`src/rtl/i2c_poll_scheduler.sv`:
```
// Round-robin poll scheduler that shares one i2c_master between sensor channels.
// Optional abort-on-timeout behaviour is enabled with the I2C_TIMEOUT_EN macro.
module i2c_poll_scheduler #(
    parameter int NUM_CH  = 4,
    parameter int PERIOD  = 1000,
    parameter int TIMEOUT = 4095,
    localparam int CH_W   = (NUM_CH > 1) ? $clog2(NUM_CH) : 1
) (
    input  logic            clk,
    input  logic            rst,
    input  logic            cfg_we,
    input  logic [CH_W-1:0] cfg_ch,
    input  logic [6:0]      cfg_addr,
    input  logic [7:0]      cfg_data,
    input  logic            cfg_en,
    output logic            m_start,
    output logic [6:0]      m_slave_addr,
    output logic [7:0]      m_data,
    input  logic            m_done,
    input  logic [7:0]      m_filtered,
    output logic            res_valid,
    output logic [CH_W-1:0] res_ch,
    output logic [7:0]      res_data,
    output logic            busy,
    output logic            err
);

    localparam int CNT_W = $clog2(PERIOD);

    typedef enum logic [2:0] {IDLE, ISSUE, WAIT_LO, WAIT_HI, CAPTURE} state_t;

    state_t            state_q, state_d;
    logic [CH_W-1:0]   ch_q, ch_d;
    logic [CNT_W-1:0]  period_q;
    logic              tick;
    logic [6:0]        tbl_addr [NUM_CH];
    logic [7:0]        tbl_data [NUM_CH];
    logic [NUM_CH-1:0] tbl_en;
    logic              any_en;
    logic [CH_W-1:0]   first_ch, next_ch;
    logic              next_found;
    logic              wait_expired;
    logic [6:0]        addr_q;
    logic [7:0]        data_q;
    logic [CH_W-1:0]   res_ch_q;
    logic [7:0]        res_data_q;

    assign tick = (period_q == CNT_W'(PERIOD - 1));

    always_ff @(posedge clk) begin
        if (rst || tick) begin
            period_q <= '0;
        end else begin
            period_q <= period_q + 1'b1;
        end
    end

    always_ff @(posedge clk) begin
        if (rst) begin
            for (int i = 0; i < NUM_CH; i++) begin
                tbl_addr[i] <= '0;
                tbl_data[i] <= '0;
            end
            tbl_en <= '0;
        end else if (cfg_we) begin
            tbl_addr[cfg_ch] <= cfg_addr;
            tbl_data[cfg_ch] <= cfg_data;
            tbl_en[cfg_ch]   <= cfg_en;
        end
    end

    assign any_en = |tbl_en;

    // Descending scan so the lowest matching index is the one left standing.
    always_comb begin
        first_ch   = '0;
        next_ch    = '0;
        next_found = 1'b0;
        for (int i = NUM_CH - 1; i >= 0; i--) begin
            if (tbl_en[i]) begin
                first_ch = CH_W'(i);
            end
            if (tbl_en[i] && (i > int'(ch_q))) begin
                next_ch    = CH_W'(i);
                next_found = 1'b1;
            end
        end
    end

`ifdef I2C_TIMEOUT_EN
    localparam int WAIT_W = $clog2(TIMEOUT + 1);

    logic [WAIT_W-1:0] wait_q;
    logic              err_q;
    logic              timeout_hit;

    assign wait_expired = (wait_q == WAIT_W'(TIMEOUT));
    assign timeout_hit  = wait_expired &&
                          (((state_q == WAIT_LO) && m_done) ||
                           ((state_q == WAIT_HI) && !m_done));
    assign err = err_q;

    always_ff @(posedge clk) begin
        if (rst) begin
            wait_q <= '0;
            err_q  <= 1'b0;
        end else begin
            if (state_q == ISSUE) begin
                wait_q <= '0;
            end else if (((state_q == WAIT_LO) || (state_q == WAIT_HI)) && !wait_expired) begin
                wait_q <= wait_q + 1'b1;
            end
            if (timeout_hit) begin
                err_q <= 1'b1;
            end else if (cfg_we) begin
                err_q <= 1'b0;
            end
        end
    end
`else
    logic unused_timeout;

    assign unused_timeout = (TIMEOUT != 0);
    assign wait_expired   = 1'b0;
    assign err            = 1'b0;
`endif

    always_ff @(posedge clk) begin
        if (rst) begin
            state_q <= IDLE;
            ch_q    <= '0;
        end else begin
            state_q <= state_d;
            ch_q    <= ch_d;
        end
    end

    // An abort on timeout moves on exactly like CAPTURE, just without the result pulse.
    always_comb begin
        state_d      = state_q;
        ch_d         = ch_q;
        m_start      = 1'b0;
        res_valid    = 1'b0;
        m_slave_addr = addr_q;
        m_data       = data_q;
        case (state_q)
            IDLE: begin
                if (tick && any_en) begin
                    ch_d    = first_ch;
                    state_d = ISSUE;
                end
            end
            ISSUE: begin
                m_start      = 1'b1;
                m_slave_addr = tbl_addr[ch_q];
                m_data       = tbl_data[ch_q];
                state_d      = WAIT_LO;
            end
            WAIT_LO, WAIT_HI: begin
                if ((state_q == WAIT_LO) && !m_done) begin
                    state_d = WAIT_HI;
                end else if ((state_q == WAIT_HI) && m_done) begin
                    state_d = CAPTURE;
                end else if (wait_expired) begin
                    ch_d    = next_found ? next_ch : ch_q;
                    state_d = next_found ? ISSUE : IDLE;
                end
            end
            CAPTURE: begin
                res_valid = 1'b1;
                ch_d      = next_found ? next_ch : ch_q;
                state_d   = next_found ? ISSUE : IDLE;
            end
            default: state_d = IDLE;
        endcase
    end

    always_ff @(posedge clk) begin
        if (rst) begin
            addr_q     <= '0;
            data_q     <= '0;
            res_ch_q   <= '0;
            res_data_q <= '0;
        end else begin
            if (state_q == ISSUE) begin
                addr_q <= tbl_addr[ch_q];
                data_q <= tbl_data[ch_q];
            end
            if ((state_q == WAIT_HI) && m_done) begin
                res_ch_q   <= ch_q;
                res_data_q <= m_filtered;
            end
        end
    end

    assign res_ch   = res_ch_q;
    assign res_data = res_data_q;
    assign busy     = (state_q != IDLE);

endmodule

```
`config.mk`:
```
export PLATFORM = sky130hd
export DESIGN_NAME = i2c_poll_scheduler
export DESIGN_NICKNAME = d
export VERILOG_FILES = /design/src/rtl/i2c_poll_scheduler.sv
export SDC_FILE = /design/constraint.sdc
export NUM_CORES = 1
export LEC_CHECK = 0
export ABC_CLOCK_PERIOD_IN_PS = 2300
export CAP_MARGIN = 20
export CORE_ASPECT_RATIO = 1.1
export CORE_MARGIN = 2
export CORE_UTILIZATION = 32
export CTS_CLUSTER_DIAMETER = 40
export DETAILED_ROUTE_END_ITERATION = 7
export PLACE_DENSITY = 0.58
export SLEW_MARGIN = 30
export SYNTH_ARGS = -nofsm -noshare
export SYNTH_HDL_FRONTEND = slang
export SYNTH_SLANG_ARGS = --single-unit
```
`constraint.sdc`:
```
create_clock -name clk -period 2.3 [get_ports clk]
set_clock_uncertainty 0.05 [all_clocks]
set_input_delay 0.46 -clock clk [delete_from_list [all_inputs] [get_ports clk]]
set_output_delay 0.46 -clock clk [all_outputs]
set_load 0.01 [all_outputs]
```
==> flow_summary_export.csv, run 1 <==
group,metric,value,unit
outcome,outcome,"complete, but fails checks",
outcome,violations,"setup timing",
setup_path,startpoint_type,"flip-flop",
layout,syn_to_final_growth,31.6,%
timing,worstMarginPinSlew,0.624,ns
layout,final_core_util,42.9,%
clock_tree,hold_buffers,0,
route,post_drt_wl_per_cell,14.6,um
setup_path,crit_family,"multiplexers",
timing,max_slew_margin,58.2,%
floorplanning,dieArea,15000,um2
synthesis,synth_flop_cell,"edfxtp_1",
clock_tree,htree_levels,3,
timing,fmax,427,MHz
layout,final_common_cell,"nor2_1",
synthesis,netlist_instances,373,
route,via_per_inst,4.52,
floorplanning,die_h,128,um
layout,diodes,0,
grt,grt-ovfl-total,0,
pwr,p_per_area,685,nW/um2
flow_run,max_cap_violations,0,
route,drtIter0Drc,137,
grt,grtUsageTotal,13.7,%
layout,nFillCells,1300,
timing,fin_crit_sh,102,%
layout,sequential_cell_area,2730,um2
synthesis,async_reset_ff_share,0,%
route,drt.antenna.violating_nets,0,
layout,final_design_area_no_fill,5920,um2
layout,drive_gt1_share,23.5,%
timing,hold_ws,0.396,ns
synthesis,synth_edf_count,60,
place,gp_congestion,0.749,
layout,multi_input_area,1610,um2
clock_tree,clk_pin_slew,0.07,ns
setup_path,cp_slowest_cell,"mux4_2",
setup_path,path_max_fanout,6,
timing,fin_crit,2.34,ns
setup_path,critPathCaptureType,"output port",
timing,rsz0062_at_grt,"true",
route,drt_pre_antenna_iters,4,
floorplanning,io_pins,59,
timing,slew_violations,0,
layout,fin_cells,652,
worst_hold_path,min-delay-path-class,"reg2reg",
pwr,p_total,4.05,mW
grt,grt_pass1_vias,2996,
place,post_dp_cell_area,5450,um2
place,dp_hpwl,6300,um
clock_tree,clock_latency,0.35,ns
place,io_buffers,57,
synthesis,ys_ff_latch,106,
floorplanning,chipWidth,117,um
clock_tree,clock-sinks,106,
floorplanning,std_cell_rows,45,
setup_path,max_stage_delay,0.51,ns
pwr,ir_worst_vdd,374,uV
synthesis,synthTopCellsByArea,"edfxtp_1, dfxtp_1, nor2_1",
synthesis,synth_top_area_share,40.1,%
layout,nets,490,
synthesis,synth_cell_types,46,
synthesis,post_synth.cell_area_avg,12.1,um2
clock_tree,root_buffer,"clkbuf_16",
grt,grt_max_degree,18,
setup_path,critical_path_class,"reg2out",
synthesis,yosysSeqAreaShare,60.5,%
setup_path,crit_required,1.79,ns
synthesis,synth_area,4500,um2
route,drcViolationCount,0,
clock_tree,cts-buffers-inserted,9,
timing,setup_ws,-0.0394,ns
setup_path,path_buf_inv,2,
floorplanning,core,13800,um2
setup_path,cp_data_arrival_time,1.83,ns
timing,setup_violations,14,
clock_tree,cts_tree,"built",
route,wl,9530,um
place,dp.cells,622,
floorplanning,initial_core_util,32.6,%
setup_path,path_cells,"buf_12 -> mux4_2 -> mux2_4 -> buf_6",
grt,grt_pass1_wl,15300,um
grt,antenna_found_initial,0,
clock_tree,cts_buffer_depth,2,
synthesis,syn_nets,404,
layout,most-common-layout-cells,"nor2_1, edfxtp_1, nand2_1, dfxtp_1, clkdlybuf4s50_1",
synthesis,ys_warn_count,0,
route,vias,2948,
pwr,p_leak,2.26,nW
synthesis,synth_largest_area_cell,"edfxtp_1",
timing,hold_violations,0,
## registers in the layout (all words and copies together) (netlist names), named ones only
name	count
tbl_data	32
tbl_addr	28
period_q	10
data_q	8
res_data	8
addr_q	7
tbl_en	4
state_q	3
ch_q	2
res_ch	2
## cell usage after synthesis (2+ instances only)
master    number
nor2_1        64
edfxtp_1      60
nand2_1       47
dfxtp_1       46
inv_1         20
a21oi_1       13
and2_1        13
clkbuf_1      10
mux2_4        10
mux4_2        10
nand2b_1       6
nand3_1        6
mux2_2         5
mux2i_1        5
mux4_1         5
xnor2_1        5
or2_2          4
buf_4          3
nand3b_1       3
nor3_1         3
xor2_1         3
a211oi_1       2
a31oi_1        2
and2_4         2
nand4_1        2
nor2b_1        2
nor4_1         2
o21ai_0        2
## report_power, final
group / internal, mW / leakage, nW / switching (mW)
clock network: 0.764 / 0.136 / 0.676
logic: 0.265 / 1.16 / 0.205
registers: 2.11 / 0.963 / 0.0341
total: 3.14 / 2.26 / 0.915
## path summary, 6_finish.rpt
path / startpoint / to / depth (start not counted) / slack [ns]
worst max-delay path: flip-flop / m_slave_addr[0] / 4 / -0.04
worst min-delay path: period_q[0] / period_q[0] / 1 / 0.40
worst min register to register: period_q[0] / period_q[0] / 1 / 0.40
worst max register to register: period_q[0] / flip-flop / 5 / 0.43
## metal layers
layer	share of wire, %	global-route usage, %
met3	5.7	4.38
met5	0	0
met4	1.3	5.54
met2	52	23.7
met1	41	15.6
## stage by stage
| step | setup slack, ns | TNS (ns) |
|---|---|---|
| final | -0.0394 | -0.238 |
| after floorplan | 0.433 | 0 |
| after global routing | -0.0907 | -0.992 |
| after CTS | -0.0588 | -0.503 |
| after global placement | -0.0482 | -0.184 |
| after detailed placement | -0.0825 | -0.438 |
## repair_timing
item / in CTS / in global routing
gates cloned: 1 / 0
setup buffers: 0 / 13
setup endpoints to repair: 15 / 17
pin swaps: 0 / 1
resized for setup: 89 / 2
## final cells by class
cell class | instances | share of cell area, %
clock buffers | 10 | 4.04
clock inverters | 6 | 0.719
inverters | 20 | 1.27
multi-input cells | 230 | 27.2
flip-flops and latches | 106 | 46.1
well taps | 188 | 3.97
repair buffers | 92 | 16.7
## cells by family (layout without fill, tap and decap cells)
group | count (synthesis) | after routing | synth area share (%)
mux | 35 | 35 | 13.6
flops | 106 | 106 | 60.5
other cells | 1 | 1 | 0.0834
xor+xnor | 8 | 8 | 1.56
compound gates | 26 | 26 | 3.78
simple gates | 159 | 159 | 16.2
fa+ha+maj | 1 | 1 | 0.278
buf+inv | 37 | 128 | 3.90
No activity file was read; power rests on OpenSTA's default activity.
==> inputs of run 2 (changes only) <==
- CORE_ASPECT_RATIO: 1.1 -> 1.4
- CORE_UTILIZATION: 32 -> 55
- PLACE_DENSITY: 0.58 -> 0.87
==> run 2 against run 1 <==
The run still ends with setup timing left. Non-clock buffer count decreased by 13. Final area decreased by 2.9%. Sequential power about the same. Clock-buffer cell count decreased by 1. First-iteration DRC count increased by 140%. Sequential share of layout area increased by 1.4 points. Register-to-register slack got worse by 0.04 ns. Global-route usage increased by 10 points. Cell count decreased by 15%. Critical endpoint is now m_data[1]. Largest cell class unchanged.
==> flow_summary_export.csv, run 2 (synthesized netlist as in run 1, its figures left out) <==
group,metric,value,unit
layout,drive_gt1_share,20.8,%
layout,multi_input_area,1610,um2
layout,nFillCells,532,
grt,grt_max_degree,19,
layout,most-common-layout-cells,"nor2_1, edfxtp_1, nand2_1, dfxtp_1, clkdlybuf4s50_1",
setup_path,cp_data_arrival_time,1.88,ns
setup_path,reg2reg_depth,4,
route,vias,3057,
layout,sequential_cell_area,2730,um2
setup_path,startpoint_type,"flip-flop",
clock_tree,clk_pin_slew,0.07,ns
place,io_buffers,57,
floorplanning,core,8050,um2
floorplanning,die_h,111,um
timing,fin_crit_sh,104,%
layout,largest_reg_flops,32,
clock_tree,cts_buffer_depth,2,
route,drt_pre_antenna_iters,4,
layout,largestRegisters,"tbl_data x32, tbl_addr x28, period_q x10",
floorplanning,initial_core_util,55.9,%
timing,slew_violations,0,
route,wl,9810,um
place,gp_congestion,0.848,
setup_path,path_max_fanout,6,
timing,fin_crit,2.39,ns
grt,grt_pass1_wl,15800,um
route,via_per_inst,5.53,
setup_path,critical_path_class,"reg2out",
clock_tree,clock-sinks,106,
clock_tree,hold_buffers,0,
layout,registers.top_by_ff_count,"tbl_data",
floorplanning,chipWidth,80.4,um
floorplanning,io_pins,59,
pwr,p_per_area,736,nW/um2
timing,rsz0062_at_grt,"true",
timing,setup_ws,-0.0926,ns
route,drtIter0Drc,325,
worst_hold_path,min_path_cells,2,
grt,antenna_found_initial,0,
flow_run,max_cap_violations,0,
worst_hold_path,min-delay-path-class,"reg2reg",
timing,worstMarginPinSlew,0.905,ns
grt,grt-ovfl-total,0,
grt,grt_pass1_vias,3249,
floorplanning,std_cell_rows,39,
layout,final_common_cell,"nor2_1",
timing,tns,-0.597,ns
floorplanning,dieArea,8930,um2
layout,syn_to_final_growth,27.8,%
clock_tree,htree_levels,3,
clock_tree,clock_latency,0.35,ns
place,dp.cells,532,
setup_path,crit_required,1.79,ns
timing,setup_violations,10,
setup_path,critPathCaptureType,"output port",
place,dp_hpwl,6220,um
route,post_drt_wl_per_cell,17.7,um
outcome,violations,"setup timing",
pwr,ir_worst_vdd,496,uV
outcome,outcome,"complete, but fails checks",
grt,grtUsageTotal,23.9,%
route,drt.antenna.violating_nets,0,
clock_tree,cts_tree,"built",
layout,nets,477,
layout,fin_cells,553,
timing,max_slew_margin,39.1,%
timing,fmax,418,MHz
route,drcViolationCount,0,
layout,diodes,0,
timing,hold_violations,0,
clock_tree,root_buffer,"clkbuf_16",
pwr,p_leak,2.21,nW
clock_tree,cts-buffers-inserted,9,
-- run 2: cell types whose count changed in the layout (fill, tap and decap cells not counted), moves of 2 or more --
| cell | before | now |
|---|---|---|
| buf_4 | 24 | 12 |
| buf_2 | 0 | 2 |
| mux4_1 | 0 | 2 |
| mux4_2 | 15 | 13 |
| buf_6 | 16 | 13 |
| bufinv_16 | 0 | 2 |
-- run 2: timing repair --
item,CTS,global route
gates resized for setup,84,2
cloned,1,0
setup buffers,2,2
pin swaps,0,1
endpoints found under the setup margin,16,18
-- run 2: cell type report --
type	instances	area share [%]
clock inverter	7	1.76
inverter	20	1.31
clock buffer	9	3.92
multi-input combinational	230	28.1
tap	102	2.22
timing repair buffer	79	15.3
sequential	106	47.4
-- run 2: routing by layer --
| metal | global-route usage [%] | up-vias | routed length (um) |
|---|---|---|---|
| met1 | 26.9 | 1479 | 3580 |
| met5 | 0 | - | 0 |
| li1 | - | 1439 | - |
| met3 | 6.35 | 20 | 730 |
| met4 | 13.0 | 0 | 267 |
| met2 | 40.6 | 119 | 5230 |
-- run 2: path summary, 6_finish.rpt --
path	from	endpoint	slack [ns]
setup / recovery	flip-flop	m_data[1]	-0.09
hold / removal	res_data[0]	res_data[0]	0.41
setup reg to reg	period_q[0]	period_q[7]	0.39
hold reg to reg	res_data[0]	res_data[0]	0.41
-- run 2: power by group --
group / switching, mW / internal, mW / total [mW] / leakage, nW
combinational: 0.203 / 0.226 / 0.429 / 1.10
clock: 0.694 / 0.961 / 1.65 / 0.152
sequential: 0.0380 / 2.11 / 2.15 / 0.963
-- run 2: per-stage QoR --
stage	util, %	setup slack (ns)	power [mW]	cell area [um2]	hold slack, ns
finish	71.4	-0.0926	4.23	5750	0.407
global route	71.4	-0.128	4.36	5750	0.427
CTS	71.1	-0.0969	4.24	5720	0.410
detailed placement	66.0	-0.109	2.60	5310	0.397
global placement	66.0	-0.0571	2.58	5310	0.381
floorplan	-	0.433	2.39	4500	0.368
-- run 2: critical path: stages, from the launching register on --
cell	delay, ns
dfxtp_4	0.38
buf_12	0.15
mux4_1	0.57
mux2_4	0.29
buf_2	0.15
==> inputs of run 3 (changes only) <==
- PLACE_DENSITY: 0.87 -> 0.88
==> run 3 against run 2 <==
The run now ends clean. Routed wire length shrank 4.7%. Power shrank 5.9%. Non-clock buffer count is 1 higher. Cell count is 0.18% higher. Via count is 1.8% lower. Clock-buffer cell count grew 7. Clock power down 15%. Fmax increased by 4.8%. Critical path depth is the same. Core utilization decreased by 1.3 points. Critical endpoint is now m_slave_addr[2]. Largest cell class unchanged.
==> flow_summary_export.csv, run 3 (synthesized netlist as in run 1, its figures left out) <==
group,metric,value,unit
outcome,outcome,"finished clean",
route,wl_met1,3530,um
timing,setup_ws,0.0166,ns
setup_path,regToRegStartpoint,"period_q[0]",
floorplanning,io_pins,59,
floorplanning,dieArea,8930,um2
worst_hold_path,min-delay-path-class,"reg2reg",
timing,fin_crit,2.28,ns
floorplanning,initial_core_util,55.9,%
floorplanning,std_cell_rows,39,
clock_tree,clock-sinks,106,
clock_tree,clk_pin_slew,0.06,ns
route,drtIter0Drc,296,
pwr,p_leak,2.16,nW
floorplanning,core,8050,um2
clock_tree,cts_buffer_depth,2,
grt,grt_max_degree,17,
pwr,p_per_area,705,nW/um2
place,dp_hpwl,6460,um
timing,setup_violations,0,
layout,syn_to_final_growth,25.5,%
clock_tree,root_buffer,"clkbuf_16",
setup_path,rrSetupSlack,0.43,ns
timing,hold_violations,0,
layout,most-common-layout-cells,"nor2_1, edfxtp_1, nand2_1, dfxtp_1, clkdlybuf4s50_1",
setup_path,critical_path_class,"reg2out",
layout,largestRegisters,"tbl_data x32, tbl_addr x28, period_q x10",
clock_tree,clock_latency,0.34,ns
layout,largest_reg_flops,32,
layout,multi_input_area,1600,um2
setup_path,cp_slowest_cell,"mux4_2",
floorplanning,die_h,111,um
clock_tree,cts_tree,"built",
floorplanning,chipWidth,80.4,um
route,via_per_inst,5.42,
clock_tree,htree_levels,3,
place,dp_slack,-0.0660,ns
layout,nFillCells,555,
worst_hold_path,min_path_cells,1,
grt,antenna_found_initial,0,
layout,diodes,0,
place,io_buffers,57,
timing,fmax,438,MHz
setup_path,path_max_fanout,6,
route,vias,3001,
route,met3WireLength,524,um
route,drt.antenna.violating_nets,0,
layout,registers.top_by_ff_count,"tbl_data",
route,wl_met2,5090,um
setup_path,startpoint_type,"flip-flop",
setup_path,path_buf_inv,2,
route,wl,9350,um
worst_hold_path,hold_end,"period_q[0]",
setup_path,cp_data_arrival_time,1.77,ns
grt,grt-ovfl-total,0,
setup_path,crit_required,1.79,ns
place,gp_congestion,0.779,
timing,slew_violations,0,
clock_tree,cts-buffers-inserted,9,
timing,tns,0,ns
setup_path,reg2reg_depth,5,
grt,grt_pass1_vias,3251,
setup_path,critPathCaptureType,"output port",
grt,grtUsageTotal,23.5,%
route,top_layer,"met4",
setup_path,max_stage_delay,0.51,ns
flow_run,max_cap_violations,0,
route,drt_pre_antenna_iters,4,
worst_hold_path,min_from,"period_q[0]",
layout,nets,478,
setup_path,path_cells,"buf_12 -> mux4_2 -> mux2_4 -> buf_6",
layout,final_common_cell,"nor2_1",
layout,sequential_cell_area,2730,um2
setup_path,crit_family,"multiplexers",
pwr,ir_worst_vdd,530,uV
grt,grt_pass1_wl,15600,um
route,drcViolationCount,0,
timing,rsz0062_at_grt,"true",
layout,drive_gt1_share,20.4,%
timing,fin_crit_sh,99.3,%
route,post_drt_wl_per_cell,16.9,um
-- run 3: report_power, final --
part / switching, mW / leakage (nW) / total (mW) / internal (mW)
Clock: 0.611 / 0.131 / 1.41 / 0.796
Sequential: 0.0390 / 0.963 / 2.15 / 2.11
Combinational: 0.197 / 1.06 / 0.425 / 0.229
-- run 3: stage by stage --
stage	util [%]	area, um2	cells	total power [mW]	hold WS, ns
floorplan	-	4500	373	2.39	0.368
global placement	66.0	5320	536	2.57	0.378
detailed placement	66.0	5320	536	2.60	0.388
CTS	69.7	5620	555	3.99	0.401
global route	70.1	5650	554	4.14	0.423
finish	70.1	5650	554	3.98	0.397
-- run 3: how the worst max path moves through the flow --
| stage | startpoint | to | slack, ns | cells after the start |
|---|---|---|---|---|
| global route | flip-flop | m_slave_addr[2] | -0.03 | 4 |
| global placement | flip-flop | m_data[7] | -0.03 | 4 |
| detailed placement | flip-flop | m_slave_addr[6] | -0.07 | 4 |
| floorplan | state_q[0] | m_slave_addr[1] | 0.43 | 5 |
| finish | flip-flop | m_slave_addr[2] | 0.02 | 4 |
| CTS | flip-flop | m_data[3] | -0.05 | 5 |
-- run 3: cell type report --
class	instances	share of cell area, %
Clock buffer	16	4.81
Inverter	20	1.33
Multi-Input combinational cell	230	28.4
Sequential cell	106	48.3
Tap cell	102	2.26
Timing Repair Buffer	80	14.9
-- run 3: per-layer routing --
layer	global-route usage, %	up-vias
met4	9.38	0
met2	41.2	101
li1	-	1437
met3	6.11	15
met5	0	-
met1	26.9	1448
-- run 3: what timing repair did --
item / 4_1_cts / 5_1_grt
gates cloned: 1 / 0
buffers inserted: 2 / 0
hold buffers: 0 / 0
resized for setup: 79 / 11
setup endpoints to repair: 15 / 17
-- run 3: worst reg2reg max path, delay by kind of cell, from the launching register on --
| kind | cells | cell delay (ns) |
|---|---|---|
| DFF | 1 | 0.35 |
| and+or+nand+nor | 2 | 0.63 |
| adders and majority gates | 1 | 0.24 |
| AOI/OAI and AO/OA | 2 | 0.47 |
